File: src/rtl/decoder_wr_burst_pkg.sv
// Shared types and elaboration helpers for the burst write-strobe decoder.
// The FSM state encoding is fixed because the register bank debug view decodes it.
package decoder_pkg;

  typedef enum logic {
    IDLE  = 1'b0,
    BURST = 1'b1
  } state_t;

  // True when a one-hot vector of depth outputs is addressable with addr_w bits.
  function automatic bit onehot_fits(input int addr_w, input int depth);
    return (depth >= 1) && (depth <= (1 << addr_w));
  endfunction

endpackage

File: src/rtl/decoder_wr_burst_if.sv
// Command handshake and write-strobe bus between the command front-end and the decoder.
interface decoder_wr_burst_if #(
  parameter int ADDR_W = 3,
  parameter int DEPTH  = 6,
  parameter int LEN_W  = 4
);

  logic              i_valid;
  logic              o_ready;
  logic [ADDR_W-1:0] i_addr;
  logic [LEN_W-1:0]  i_len;
  logic              i_we;
  logic              i_clr;
  logic [DEPTH-1:0]  o_decoder;
  logic              o_busy;
  logic              o_done;
  logic              o_err;

  modport master (
    output i_valid, i_addr, i_len, i_we, i_clr,
    input  o_ready, o_decoder, o_busy, o_done, o_err
  );

  modport slave (
    input  i_valid, i_addr, i_len, i_we, i_clr,
    output o_ready, o_decoder, o_busy, o_done, o_err
  );

endinterface

File: src/rtl/decoder_wr_burst_onehot.sv
// Combinational enable-gated address to one-hot decoder; out-of-range addresses give all zeros.
// Also used on the register bank read path, so it carries no state.
module decoder_onehot #(
  parameter int ADDR_W = 3,
  parameter int DEPTH  = 6
) (
  input  logic              i_en,
  input  logic [ADDR_W-1:0] i_addr,
  output logic [DEPTH-1:0]  o_onehot
);

  // Only indices below DEPTH exist, so an address >= DEPTH matches no bit.
  for (genvar gi = 0; gi < DEPTH; gi++) begin : g_bit
    assign o_onehot[gi] = i_en && (i_addr == ADDR_W'(gi));
  end

endmodule

File: src/rtl/decoder_wr_burst.sv
// Burst write-strobe decoder: accepts a start/length command and emits one registered
// one-hot strobe per cycle over consecutive bank entries, wrapping at DEPTH.
module decoder_wr_burst
  import decoder_pkg::*;
#(
  parameter int ADDR_W = 3,
  parameter int DEPTH  = 6,
  parameter int LEN_W  = 4
) (
  input  logic               i_clk,
  input  logic               i_rst,
  decoder_wr_burst_if.slave  bus
);

  if (!onehot_fits(ADDR_W, DEPTH)) begin : g_bad_cfg
    $error("decoder_wr_burst: DEPTH must satisfy 1 <= DEPTH <= 2**ADDR_W");
  end

  localparam logic [ADDR_W:0]   DEPTH_EXT = (ADDR_W+1)'(DEPTH);
  localparam logic [ADDR_W-1:0] LAST_ADDR = ADDR_W'(DEPTH - 1);

  state_t            r_state;
  logic [ADDR_W-1:0] r_addr;
  logic [LEN_W-1:0]  r_count;
  logic              r_we;
  logic [DEPTH-1:0]  r_decoder;
  logic              r_busy;
  logic              r_done;
  logic              r_err;

  logic              w_last_beat;
  logic              w_ready;
  logic              w_accept;
  logic              w_in_range;
  logic [ADDR_W-1:0] w_next_addr;
  logic [ADDR_W-1:0] w_dec_addr;
  logic              w_dec_en;
  logic [DEPTH-1:0]  w_onehot;

  // An abort in the last beat blocks acceptance so the bank never sees a command race the clear.
  assign w_last_beat = (r_state == BURST) && (r_count == '0) && !bus.i_clr;
  assign w_ready     = (r_state == IDLE) || w_last_beat;
  assign w_accept    = bus.i_valid && w_ready;
  assign w_in_range  = {1'b0, bus.i_addr} < DEPTH_EXT;
  assign w_next_addr = (r_addr == LAST_ADDR) ? '0 : r_addr + 1'b1;

  // The strobe register is loaded from the address it will present, so both the
  // first beat (from the command) and later beats (from the stepped address) share one decoder.
  assign w_dec_addr = w_accept ? bus.i_addr : w_next_addr;
  assign w_dec_en   = w_accept ? bus.i_we : r_we;

  decoder_onehot #(
    .ADDR_W (ADDR_W),
    .DEPTH  (DEPTH)
  ) u_onehot (
    .i_en     (w_dec_en),
    .i_addr   (w_dec_addr),
    .o_onehot (w_onehot)
  );

  always_ff @(posedge i_clk or posedge i_rst) begin
    if (i_rst) begin
      r_state   <= IDLE;
      r_addr    <= '0;
      r_count   <= '0;
      r_we      <= 1'b0;
      r_decoder <= '0;
      r_busy    <= 1'b0;
      r_done    <= 1'b0;
      r_err     <= 1'b0;
    end else begin
      r_done <= 1'b0;
      r_err  <= 1'b0;
      if (w_accept) begin
        if (w_in_range) begin
          r_state   <= BURST;
          r_addr    <= bus.i_addr;
          r_count   <= bus.i_len;
          r_we      <= bus.i_we;
          r_decoder <= w_onehot;
          r_busy    <= 1'b1;
          r_done    <= (bus.i_len == '0);
        end else begin
          r_state   <= IDLE;
          r_decoder <= '0;
          r_busy    <= 1'b0;
          r_err     <= 1'b1;
        end
      end else if (r_state == BURST) begin
        if (bus.i_clr || (r_count == '0)) begin
          r_state   <= IDLE;
          r_decoder <= '0;
          r_busy    <= 1'b0;
        end else begin
          r_count   <= r_count - 1'b1;
          r_addr    <= w_next_addr;
          r_decoder <= w_onehot;
          r_done    <= (r_count == LEN_W'(1));
        end
      end
    end
  end

  assign bus.o_ready   = w_ready;
  assign bus.o_decoder = r_decoder;
  assign bus.o_busy    = r_busy;
  assign bus.o_done    = r_done;
  assign bus.o_err     = r_err;

endmodule

File: src/flat_wrapper.sv
// flat-port wrapper written by rule: the top's interface ports become plain ports
module decoder_wr_burst_flat import decoder_pkg::*;
#(
  parameter int ADDR_W = 3,
  parameter int DEPTH  = 6,
  parameter int LEN_W  = 4
)
  (i_clk, i_rst, bus_i_valid, bus_i_addr, bus_i_len, bus_i_we, bus_i_clr, bus_o_ready, bus_o_decoder, bus_o_busy, bus_o_done, bus_o_err);
  decoder_wr_burst_if #(.ADDR_W(ADDR_W), .DEPTH(DEPTH), .LEN_W(LEN_W)) bus_i ();
  input  logic i_clk;
  input  logic i_rst;
  input wire logic [$bits(bus_i.i_valid)-1:0] bus_i_valid;
  input wire logic [$bits(bus_i.i_addr)-1:0] bus_i_addr;
  input wire logic [$bits(bus_i.i_len)-1:0] bus_i_len;
  input wire logic [$bits(bus_i.i_we)-1:0] bus_i_we;
  input wire logic [$bits(bus_i.i_clr)-1:0] bus_i_clr;
  output wire logic [$bits(bus_i.o_ready)-1:0] bus_o_ready;
  output wire logic [$bits(bus_i.o_decoder)-1:0] bus_o_decoder;
  output wire logic [$bits(bus_i.o_busy)-1:0] bus_o_busy;
  output wire logic [$bits(bus_i.o_done)-1:0] bus_o_done;
  output wire logic [$bits(bus_i.o_err)-1:0] bus_o_err;
  assign bus_i.i_valid = bus_i_valid;
  assign bus_i.i_addr = bus_i_addr;
  assign bus_i.i_len = bus_i_len;
  assign bus_i.i_we = bus_i_we;
  assign bus_i.i_clr = bus_i_clr;
  assign bus_o_ready = bus_i.o_ready;
  assign bus_o_decoder = bus_i.o_decoder;
  assign bus_o_busy = bus_i.o_busy;
  assign bus_o_done = bus_i.o_done;
  assign bus_o_err = bus_i.o_err;
  decoder_wr_burst #(.ADDR_W(ADDR_W), .DEPTH(DEPTH), .LEN_W(LEN_W)) u_core (.i_clk(i_clk), .i_rst(i_rst), .bus(bus_i));
endmodule
File: config.mk
export PLATFORM = sky130hd
export DESIGN_NAME = decoder_wr_burst_flat
export DESIGN_NICKNAME = d
export VERILOG_FILES = /design/src/rtl/decoder_wr_burst_pkg.sv /design/src/rtl/decoder_wr_burst_if.sv /design/src/rtl/decoder_wr_burst_onehot.sv /design/src/rtl/decoder_wr_burst.sv /design/src/flat_wrapper.sv
export SDC_FILE = /design/constraint.sdc
export NUM_CORES = 1
export LEC_CHECK = 0
export BUFFER_PORTS_ARGS = -buffer_cell sky130_fd_sc_hd__buf_2
export CORE_MARGIN = 3
export CORE_UTILIZATION = 50
export CTS_BUF_LIST = sky130_fd_sc_hd__clkbuf_16
export DETAILED_ROUTE_END_ITERATION = 10
export PLACE_DENSITY_LB_ADDON = 0.2
export SLEW_MARGIN = 15
export SYNTH_ARGS = -nofsm -noshare
export SYNTH_HDL_FRONTEND = slang
export SYNTH_SLANG_ARGS = --single-unit
File: constraint.sdc
create_clock -name i_clk -period 3.7 [get_ports i_clk]
set_input_delay 0.37 -clock i_clk [delete_from_list [all_inputs] [get_ports i_clk]]
set_output_delay 0.37 -clock i_clk [all_outputs]
set_load 0.01 [all_outputs]
==> results of run 1 <==
==> layout by cell type, fill, tap and decap left out, drive strengths merged <==
cell type and count:
nand2b 2, clkinv 1, o22a 1, nor3 2, a21oi 4, o21ai 7, o211ai 1, a221oi 1
mux2i 4, a21o 1, a2bb2oi 1, buf 21, nand2 8, nor4bb 1, and3 1, ha 3
inv 9, nor2b 1, o2bb2ai 1, a32o 3, mux2 2, nor3b 3, o22ai 1, and2 2
o221ai 1, or4b 1, o31ai 5, a22oi 3, nor2 7, dfrtp 18, a211oi 3, a2111oi 1
clkbuf 3
==> metrics by stage <==
step | instances | power [mW] | setup slack (ns) | hold WS, ns | util
6_report | 148 | 0.791 | 1.34 | 0.220 | 0.665
5_1_grt | 148 | 0.840 | 1.14 | 0.284 | 0.665
4_1_cts | 148 | 0.787 | 1.36 | 0.256 | 0.665
3_5_place_dp | 144 | 0.570 | 1.39 | 0.469 | 0.622
3_3_place_gp | 144 | 0.559 | 1.46 | 0.456 | 0.622
2_1_floorplan | 101 | 0.495 | 1.69 | 0.309 | -
==> worst reg2reg max path, cell delays in order, from the launching register on <==
cell,delay (ns)
dfrtp_1,0.43
inv_1,0.11
ha_1,0.16
or4b_4,0.50
a21oi_1,0.49
o221ai_1,0.30
o31ai_1,0.28
==> registers in the layout, summed over array words and instances, names as in the netlist <==
signal,count
u_core.bus.o_decoder,6
u_core.r_count,4
u_core.r_addr,3
u_core.bus.o_busy,1
u_core.bus.o_done,1
u_core.bus.o_err,1
u_core.r_state,1
u_core.r_we,1
==> cell usage after synthesis, types with 4 or more instances <==
| library cell | instances | share of area |
|---|---|---|
| inv_1 | 9 | 0.034 |
| dfrtp_1 | 18 | 0.45 |
| nor2_1 | 7 | 0.026 |
| mux2i_1 | 4 | 0.040 |
| a21oi_1 | 4 | 0.020 |
| o21ai_0 | 7 | 0.035 |
| nand2_1 | 8 | 0.030 |
| o31ai_1 | 5 | 0.037 |
==> power groups by stage <==
stage                     Clock (mW)  Sequential, mW  Combinational (mW)
final                          0.215           0.317               0.260
after detailed placement           0           0.315               0.254
after global placement             0           0.311               0.248
after CTS                      0.216           0.314               0.258
after global routing           0.229           0.322               0.289
after floorplan                    0           0.304               0.191
==> per-layer routing <==
layer / part of all wire / GRT usage
met5: 0 / 0
met2: 0.46 / 0.302
met3: 0.085 / 0.0534
met1: 0.44 / 0.276
met4: 0.0059 / 0.0717
==> final timing paths <==
path / start / endpoint / slack [ns] / depth (start not counted)
hold reg to reg: u_core.bus.o_decoder[4] / u_core.bus.o_decoder[4] / 0.48 / 2
setup / recovery: u_core.r_count[0] / u_core.bus.o_decoder[5] / 1.34 / 6
max in group asynchronous: i_rst / u_core.r_addr[1] / 3.05 / 2
setup reg to reg: u_core.r_count[0] / u_core.bus.o_decoder[5] / 1.34 / 6
hold / removal: i_rst / u_core.bus.o_done / 0.22 / 2
min in group i_clk: bus_i_we / u_core.r_we / 0.42 / 2
==> logic make-up (layout without fill, tap and decap cells) <==
group / Yosys count / count (layout) / share of synthesized area
simple gates: 28 / 28 / 0.152
fa+ha+maj: 3 / 3 / 0.0375
buf+inv: 12 / 34 / 0.0524
mux: 6 / 6 / 0.0662
flops: 18 / 18 / 0.449
compound gates: 34 / 34 / 0.242
==> final cells by class <==
type | instances | area (µm²) | share of cell area
multi-input combinational | 71 | 499 | 0.416
sequential | 18 | 450 | 0.376
timing repair buffer | 21 | 105 | 0.0877
clock buffer | 3 | 75.1 | 0.0626
inverter | 9 | 33.8 | 0.0282
tap | 25 | 31.3 | 0.0261
clock inverter | 1 | 3.75 | 0.00313
==> qor.csv, run 1 <==
metric,value,unit
outcome,"complete, no violations",
Sink Count,18,
total negative slack,0,ns
worst path required time,3.85,ns
yosys synthesis warning count,0,
GRT Residual Overflow,0,
share of total power in the clock network,0.271,
combined buffer and inverter count along the critical path,1,
Switching Fraction,0.352,
area of placed instances,1120,µm²
worst clock skew,0.00181,ns
slowest cell on the critical path,or4b_4,
count of vias placed by the detailed router,887,
class of the tightest hold or removal check,primary input to async pin,
cell area after synthesis,1000,µm²
Post-Route WL,2.37,mm
wire length of the first global-routing pass,3.93,mm
Critical Path AT,2.51,ns
share of async-settable or async-resettable flops after synthesis,1.00,
leading register cell type out of synthesis,dfrtp_1,
power share of the combinational group,0.328,
Final Critical Period,2.36,ns
horizontal die dimension,50.8,µm
Relative slew margins,0.546,
H-tree levels,1,
# diodes,0,
count of buffers added by post-CTS timing repair for setup,0,
Final Slew Violations,0,
gate count after technology mapping,101,
number of global-route vias before repair,867,
list of cells traversed by the critical path,inv_1 > ha_1 > or4b_4 > a21oi_1 > o221ai_1 > o31ai_1,
pin count of the biggest net entering global routing,19,
first-pass iteration count of the detailed router,4,
total number of placement rows,15,
GP Congestion,0.896,
design area,1200,µm²
TritonCTS Buffers,3,
initial antenna violation count,0,
total of endpoints with negative setup slack in the final report,0,
post-cts hold buffer count,0,
Clock Path Buffers,2,
CTS tree,done,
Power Internal,513,µW
routed len/inst,16.0,µm
IO Count,22,
Hold Fails Final Rpt,0,
leakage dissipation,0.592,nW
Die Y,50.8,µm
type of destination of the critical path,flop,
flip-flop and latch count after synthesis,18,
number of distinct library cells after synthesis,33,
count of routing violations after the opening detailed-route iteration,46,
floorplan core area,1800,µm²
Clock Pin Slew Worst Setup and Hold Paths,0.05,ns
area added between synthesis and finish,19.6,%
floorplan die area,2580,µm²
GRT Total Usage,0.201,
worst IR drop on VDD,0.460,mV
RSZ-0062 raised after global routing,false,
number of design rule violations left after detail routing,0,
crit-path leading delay family,compound AO/OA/AOI/OAI gates,
routed vias/inst,5.99,
CP Max Fanout,7,
remaining antenna violation count after routing,0,
part of the power in registers,0.400,
IO Port Bufs,21,
buffer type at the clock tree root,clkbuf_16,
average size of a mapped cell,9.92,µm²
Filler Cell Count,142,
latest clock arrival within the worst-skew pair,0.24,ns
launching element type of the critical path,flop,
CTS-repair resized insts,0,
Critical Setup Path Class,flop to flop,
Mapped Nets,116,
portion of the clock cycle consumed by the worst path in the final layout,0.638,
Worst Tran Pin Value,0.680,ns
Sw Pwr,278,µW
sequential cell area fraction in the yosys report,0.449,
sum of net half-perimeters after detailed placement,1.66,mm
power density over the cells,660,nW/µm²
share of final-layout standard cells stronger than drive strength 1,0.236,
critical path's largest stage delay,0.50,ns
maximum clock frequency,424,MHz
Total Nets Final,139,
initial core utilization,0.556,
max_cap viols,0,
number of synthesized flops with an enable pin,0,
Note: power is estimated with default switching activity, not from simulation.
==> run 2: changes to the inputs <==
--- a/config.mk
+++ b/config.mk
@@ -5,9 +5,10 @@
 export SDC_FILE = /design/constraint.sdc
 export NUM_CORES = 1
 export LEC_CHECK = 0
+export ABC_AREA = 1
 export BUFFER_PORTS_ARGS = -buffer_cell sky130_fd_sc_hd__buf_2
 export CORE_MARGIN = 3
-export CORE_UTILIZATION = 50
+export CORE_UTILIZATION = 48
 export CTS_BUF_LIST = sky130_fd_sc_hd__clkbuf_16
 export DETAILED_ROUTE_END_ITERATION = 10
 export PLACE_DENSITY_LB_ADDON = 0.2
==> constraint.sdc (replaced) <==
create_clock -name i_clk -period 2.07 [get_ports i_clk]
set_input_delay 0.207 -clock i_clk [delete_from_list [all_inputs] [get_ports i_clk]]
set_output_delay 0.207 -clock i_clk [all_outputs]
set_load 0.01 [all_outputs]
==> qor.csv, run 2 <==
metric,value,unit,change
CTS-repair resized insts,0,,unchanged
horizontal die dimension,53.9,µm,was 50.8 µm
launching element type of the critical path,flop,,unchanged
Hold Fails Final Rpt,0,,unchanged
count of buffers added by post-CTS timing repair for setup,0,,unchanged
combined buffer and inverter count along the critical path,1,,unchanged
pin count of the biggest net entering global routing,19,,unchanged
Worst Tran Pin Value,0.683,ns,was 0.680 ns
worst path required time,2.24,ns,was 3.85 ns
power density over the cells,1240,nW/µm²,was 660 nW/µm²
Relative slew margins,0.544,,was 0.546
most used cells in the layout excluding fill and tap cells,"nand2_1 (30), buf_2 (21), dfrtp_1 (18), inv_1 (17), nor2_1 (15)",,"was buf_2 (21), dfrtp_1 (18), inv_1 (9), nand2_1 (8)"
# diodes,0,,unchanged
Placed Cells,176,,was 144
Mapped Nets,148,,was 116
cell area after synthesis,1100,µm²,was 1000 µm²
Die Y,53.9,µm,was 50.8 µm
max_cap viols,0,,unchanged
routed len/inst,12.6,µm,was 16.0 µm
Final Critical Period,1.72,ns,was 2.36 ns
launch point of the worst reg-to-reg path,u_core.r_count[0],,unchanged
count of routing violations after the opening detailed-route iteration,13,,was 46
library cell with the largest summed area after synthesis,dfrtp_1,,unchanged
worst setup timing slack at the placement stage,0.350,ns,was 1.39 ns
post-synth top area share,0.410,,was 0.449
GRT Total Usage,0.176,,was 0.201
total of endpoints with negative setup slack in the final report,0,,unchanged
leading cell types by count after synthesis,"nand2_1 (30), dfrtp_1 (18), inv_1 (17), nor2_1 (15), nand3_1 (13)",,"was dfrtp_1 (18), inv_1 (9), nand2_1 (8), nor2_1 (7), o21ai_0 (7)"
flop2flop setup slack,0.35,ns,was 1.34 ns
class of the tightest hold or removal check,primary input to async pin,,unchanged
floorplan core area,2060,µm²,was 1800 µm²
remaining antenna violation count after routing,0,,unchanged
leading register cell type out of synthesis,dfrtp_1,,unchanged
sequential cell area fraction in the yosys report,0.410,,was 0.449
number of global-route vias before repair,837,,was 867
total negative slack,0,ns,unchanged
R2R Path End,u_core.bus.o_decoder[1],,was u_core.bus.o_decoder[5]
buffer type at the clock tree root,clkbuf_16,,unchanged
initial core utilization,0.533,,was 0.556
slowest cell on the critical path,dfrtp_1,,was or4b_4
Total Nets Final,169,,was 139
share of async-settable or async-resettable flops after synthesis,1.00,,unchanged
type of destination of the critical path,flop,,unchanged
number of distinct library cells after synthesis,26,,was 33
worst IR drop on VDD,1.05,mV,was 0.460 mV
Clock Path Buffers,2,,unchanged
synth top area cells,"dfrtp_1 (41%), nand2_1 (10%), nand3_1 (5.9%), inv_1 (5.8%), nor2_1 (5.1%)",,"was dfrtp_1 (45%), mux2i_1 (4.0%), ha_1 (3.7%), o31ai_1 (3.7%), o21ai_0 (3.5%)"
GP Congestion,0.881,,was 0.896
share of final-layout standard cells stronger than drive strength 1,0.242,,was 0.236
critical path's largest stage delay,0.39,ns,was 0.50 ns
GRT Residual Overflow,0,,unchanged
sum of net half-perimeters after detailed placement,1.75,mm,was 1.66 mm
"most common cell after layout, fill and taps aside",nand2_1,,was buf_2
CP Max Fanout,17,,was 7
CTS tree,done,,unchanged
portion of the clock cycle consumed by the worst path in the final layout,0.831,,was 0.638
first-pass iteration count of the detailed router,4,,unchanged
number of synthesized flops with an enable pin,0,,unchanged
Final Slew Violations,0,,unchanged
worst clock skew,0.00540,ns,was 0.00181 ns
initial antenna violation count,0,,unchanged
min setup slack post-route,0.350,ns,was 1.34 ns
number of cells traversed by the worst register-to-register path,8,,was 6
leakage dissipation,0.657,nW,was 0.592 nW
routed vias/inst,4.98,,was 5.99
outcome,"complete, no violations",,unchanged
"non-filler cells, final",180,,was 148
TritonCTS Buffers,3,,unchanged
dominant cell by count in the synthesized netlist,nand2_1,,was dfrtp_1
Post-Route WL,2.26,mm,was 2.37 mm
Critical Setup Path Class,flop to flop,,unchanged
maximum clock frequency,582,MHz,was 424 MHz
Sink Count,18,,unchanged
Critical Path AT,1.89,ns,was 2.51 ns
crit-path leading delay family,simple AND/OR/NAND/NOR gates,,was compound AO/OA/AOI/OAI gates
Clock Pin Slew Worst Setup and Hold Paths,0.05,ns,about the same
IO Port Bufs,21,,unchanged
RSZ-0062 raised after global routing,false,,unchanged
area added between synthesis and finish,14.2,%,was 19.6%
gate count after technology mapping,133,,was 101
latest clock arrival within the worst-skew pair,0.25,ns,was 0.24 ns
total number of placement rows,16,,was 15
floorplan die area,2900,µm²,was 2580 µm²
IO Count,22,,unchanged
post-cts hold buffer count,0,,unchanged
average size of a mapped cell,8.27,µm²,was 9.92 µm²
number of flip-flops in the largest register,6,,unchanged
H-tree levels,1,,unchanged
count of vias placed by the detailed router,897,,was 887
list of cells traversed by the critical path,inv_1 > ha_1 > nand3_2 > nand2_4 > nand3_2 > nand2_4 > nand2_1 > o21bai_1,,was inv_1 > ha_1 > or4b_4 > a21oi_1 > o221ai_1 > o31ai_1
wire length of the first global-routing pass,3.64,mm,was 3.93 mm
flip-flop and latch count after synthesis,18,,unchanged
number of design rule violations left after detail routing,0,,unchanged
yosys synthesis warning count,0,,unchanged
==> run 2: logic make-up (layout without fill, tap and decap cells) <==
| family | after synthesis | count (layout) | synth area share |
|---|---|---|---|
| simple gates | 70 | 70 | 0.316 |
| buf+inv | 22 | 42 | 0.114 |
| flops | 18 | 18 | 0.410 |
| compound gates | 17 | 17 | 0.100 |
| fa+ha+maj | 3 | 3 | 0.0341 |
| xor+xnor | 2 | 2 | 0.0159 |
| mux | 1 | 1 | 0.0102 |
==> run 2: how the worst max path moves through the flow <==
stage                                  from                      end  slack (ns)  depth (start not counted)
after CTS                 u_core.r_count[0]  u_core.bus.o_decoder[1]        0.35                          8
after global routing      u_core.r_count[0]         u_core.r_addr[0]        0.21                          9
after floorplan           u_core.r_count[0]  u_core.bus.o_decoder[0]        0.66                         10
final                     u_core.r_count[0]  u_core.bus.o_decoder[1]        0.35                          8
after detailed placement  u_core.r_count[0]  u_core.bus.o_decoder[1]        0.35                          8
after global placement    u_core.r_count[0]  u_core.bus.o_decoder[1]        0.42                          8
==> run 2: routing by layer <==
metal | routed length [µm] | track usage | vias up
met5 | 0 | 0 | -
met4 | 23 | 0.0638 | 0
met3 | 113 | 0.0471 | 4
met2 | 1080 | 0.286 | 22
met1 | 1040 | 0.222 | 409
li1 | - | - | 462
==> run 2: final cells by class <==
class / count / area, µm²
Clock inverter: 1 / 3.75
Sequential cell: 18 / 450
Tap cell: 27 / 33.8
Inverter: 17 / 63.8
Fill cell: 195 / 806
Timing Repair Buffer: 21 / 105
Multi-Input combinational cell: 93 / 524
Clock buffer: 3 / 75.1
==> run 2: stage by stage <==
stage	power [mW]	hold slack [ns]	util	area, µm²
2_1_floorplan	1.07	0.146	-	1100
3_3_place_gp	1.16	0.336	0.571	1180
3_5_place_dp	1.18	0.351	0.571	1180
4_1_cts	1.57	0.0862	0.609	1260
5_1_grt	1.69	0.115	0.609	1260
6_report	1.56	0.0531	0.609	1260
==> run 2: report_power, final <==
| part | internal, mW | switching, mW | leakage (nW) |
|---|---|---|---|
| sequential | 0.454 | 0.0841 | 0.228 |
| clock | 0.257 | 0.131 | 0.0385 |
| combinational | 0.231 | 0.403 | 0.391 |
| total | 0.941 | 0.618 | 0.657 |
==> run 3: changes to the inputs <==
==> constraint.sdc (replaced) <==
create_clock -name i_clk -period 1.4 [get_ports i_clk]
set_input_delay 0.14 -clock i_clk [delete_from_list [all_inputs] [get_ports i_clk]]
set_output_delay 0.14 -clock i_clk [all_outputs]
set_load 0.01 [all_outputs]
==> qor.csv, run 3 (synthesis results as in run 2) <==
metric,value,unit,change
worst hold slack after final layout,0.147,ns,was 0.0531 ns
count of vias placed by the detailed router,1113,,was 897
number of cells traversed by the worst register-to-register path,7,,was 8
power density over the cells,1960,nW/µm²,was 1240 nW/µm²
worst path required time,1.54,ns,was 2.24 ns
count of routing violations after the opening detailed-route iteration,21,,was 13
Clock Path Buffers,2,,unchanged
R2R Path End,u_core.r_we,,was u_core.bus.o_decoder[1]
first-pass iteration count of the detailed router,4,,unchanged
"most common cell after layout, fill and taps aside",nand2_1,,unchanged
floorplan core area,2060,µm²,unchanged
Total Nets Final,196,,was 169
class of the tightest hold or removal check,primary input to flop,,was primary input to async pin
Final Slew Violations,0,,unchanged
RSZ-0062 raised after global routing,true,,was false
initial core utilization,0.533,,unchanged
min setup slack post-route,-0.103,ns,was 0.350 ns
IO Count,22,,unchanged
worst clock skew,0.00340,ns,was 0.00540 ns
Post-Route WL,3.33,mm,was 2.26 mm
CTS tree,done,,unchanged
total of endpoints with negative setup slack in the final report,15,,was 0
IO Port Bufs,21,,unchanged
share of final-layout standard cells stronger than drive strength 1,0.500,,was 0.242
type of destination of the critical path,flop,,unchanged
Relative slew margins,0.737,,was 0.544
TritonCTS Buffers,3,,unchanged
sum of net half-perimeters after detailed placement,1.76,mm,was 1.75 mm
Final Critical Period,1.50,ns,was 1.72 ns
Critical Path AT,1.64,ns,was 1.89 ns
max_cap viols,0,,unchanged
power consumption,3.37,mW,was 1.56 mW
most used cells in the layout excluding fill and tap cells,"nand2_1 (21), buf_2 (20), buf_4 (19), dfrtp_1 (18), inv_1 (15)",,"was nand2_1 (30), buf_2 (21), dfrtp_1 (18), inv_1 (17), nor2_1 (15)"
portion of the clock cycle consumed by the worst path in the final layout,1.07,,was 0.831
GP Congestion,0.886,,was 0.881
GRT Residual Overflow,0,,unchanged
Cells on Worst Hold Path,2,,
wire length of the first global-routing pass,4.82,mm,was 3.64 mm
final cell utilization of the core,0.833,,was 0.609
launch point of the worst reg-to-reg path,u_core.r_count[1],,was u_core.r_count[0]
worst IR drop on VDD,1.70,mV,was 1.05 mV
# diodes,0,,unchanged
floorplan die area,2900,µm²,unchanged
number of flip-flops in the largest register,6,,unchanged
H-tree levels,1,,unchanged
total number of placement rows,16,,unchanged
launch instance of the worst min-delay path,bus_i_we,,
Worst Tran Pin Value,0.395,ns,was 0.683 ns
Clock Pin Slew Worst Setup and Hold Paths,0.05,ns,about the same
failing checks,setup timing,,
routed vias/inst,5.38,,was 4.98
initial antenna violation count,0,,unchanged
CP Max Fanout,5,,was 17
sink of the worst hold path,u_core.r_we,,
maximum clock frequency,665,MHz,was 582 MHz
GRT Total Usage,0.238,,was 0.176
outcome,"complete, but fails checks",,"was complete, no violations"
Die Y,53.9,µm,unchanged
Sink Count,18,,unchanged
leakage dissipation,0.835,nW,was 0.657 nW
pin count of the biggest net entering global routing,19,,unchanged
flop2flop setup slack,-0.10,ns,was 0.35 ns
buffer type at the clock tree root,clkbuf_16,,unchanged
launching element type of the critical path,flop,,unchanged
Hold Fails Final Rpt,0,,unchanged
routed len/inst,16.1,µm,was 12.6 µm
Critical Setup Path Class,flop to flop,,unchanged
latest clock arrival within the worst-skew pair,0.25,ns,about the same
number of global-route vias before repair,1072,,was 837
area added between synthesis and finish,56.1,%,was 14.2%
worst setup timing slack at the placement stage,-0.104,ns,was 0.350 ns
number of design rule violations left after detail routing,0,,unchanged
horizontal die dimension,53.9,µm,unchanged
remaining antenna violation count after routing,0,,unchanged
==> run 3: through the flow <==
| stage | TNS (ns) | area (µm²) | std cells |
|---|---|---|---|
| 2_1_floorplan | 0 | 1100 | 133 |
| 3_3_place_gp | -0.265 | 1280 | 190 |
| 3_5_place_dp | -0.616 | 1280 | 190 |
| 4_1_cts | -0.295 | 1580 | 204 |
| 5_1_grt | -1.82 | 1720 | 207 |
| 6_report | -1.00 | 1720 | 207 |
==> run 3: worst max path at each step <==
stage / start / end / slack (ns)
floorplan: u_core.r_count[1] / u_core.bus.o_decoder[0] / 0.006
detailed placement: u_core.r_count[1] / u_core.bus.o_decoder[0] / -0.10
global placement: u_core.r_count[1] / u_core.bus.o_decoder[0] / -0.07
CTS: u_core.r_count[1] / u_core.bus.o_decoder[3] / -0.06
global route: u_core.r_count[0] / u_core.bus.o_decoder[5] / -0.20
finish: u_core.r_count[1] / u_core.r_we / -0.10
==> run 3: worst max-delay path, stage by stage (launching register included) <==
cell and delay, ns:
dfrtp_1 0.40, inv_2 0.09, ha_4 0.15, nand3_4 0.10, nand2_8 0.10, nand3_4 0.10
buf_4 0.17, mux2_2 0.26
==> run 3: cell type report <==
cell class,count,area (µm²)
fill,117,345
timing repair buffer,48,364
multi-input combinational,93,726
clock buffer,3,75.1
clock inverter,1,3.75
inverter,17,63.8
tap,27,33.8
sequential,18,450
==> run 3: routing by layer <==
metal	up-vias	GRT usage	part of all wire
met5	-	0	0
met4	0	0.119	0.040
met3	13	0.0499	0.048
met2	46	0.415	0.50
met1	534	0.271	0.41
li1	520	-	-
==> run 3: where the power goes <==
| group | switching (mW) | internal, mW | total, mW |
|---|---|---|---|
| Sequential | 0.138 | 0.671 | 0.809 |
| Clock | 0.208 | 0.381 | 0.589 |
| Combinational | 1.05 | 0.923 | 1.97 |
| Total | 1.40 | 1.97 | 3.37 |
==> run 3: timing repair <==
| action | CTS | global route |
|---|---|---|
| setup buffers | 8 | 5 |
| endpoints found under the hold margin | 18 | 0 |
| pin swaps | 12 | 17 |
| gates resized for setup | 26 | 24 |
| gates cloned | 1 | 0 |
| setup endpoints to repair | 14 | 17 |
| hold buffers | 1 | 0 |
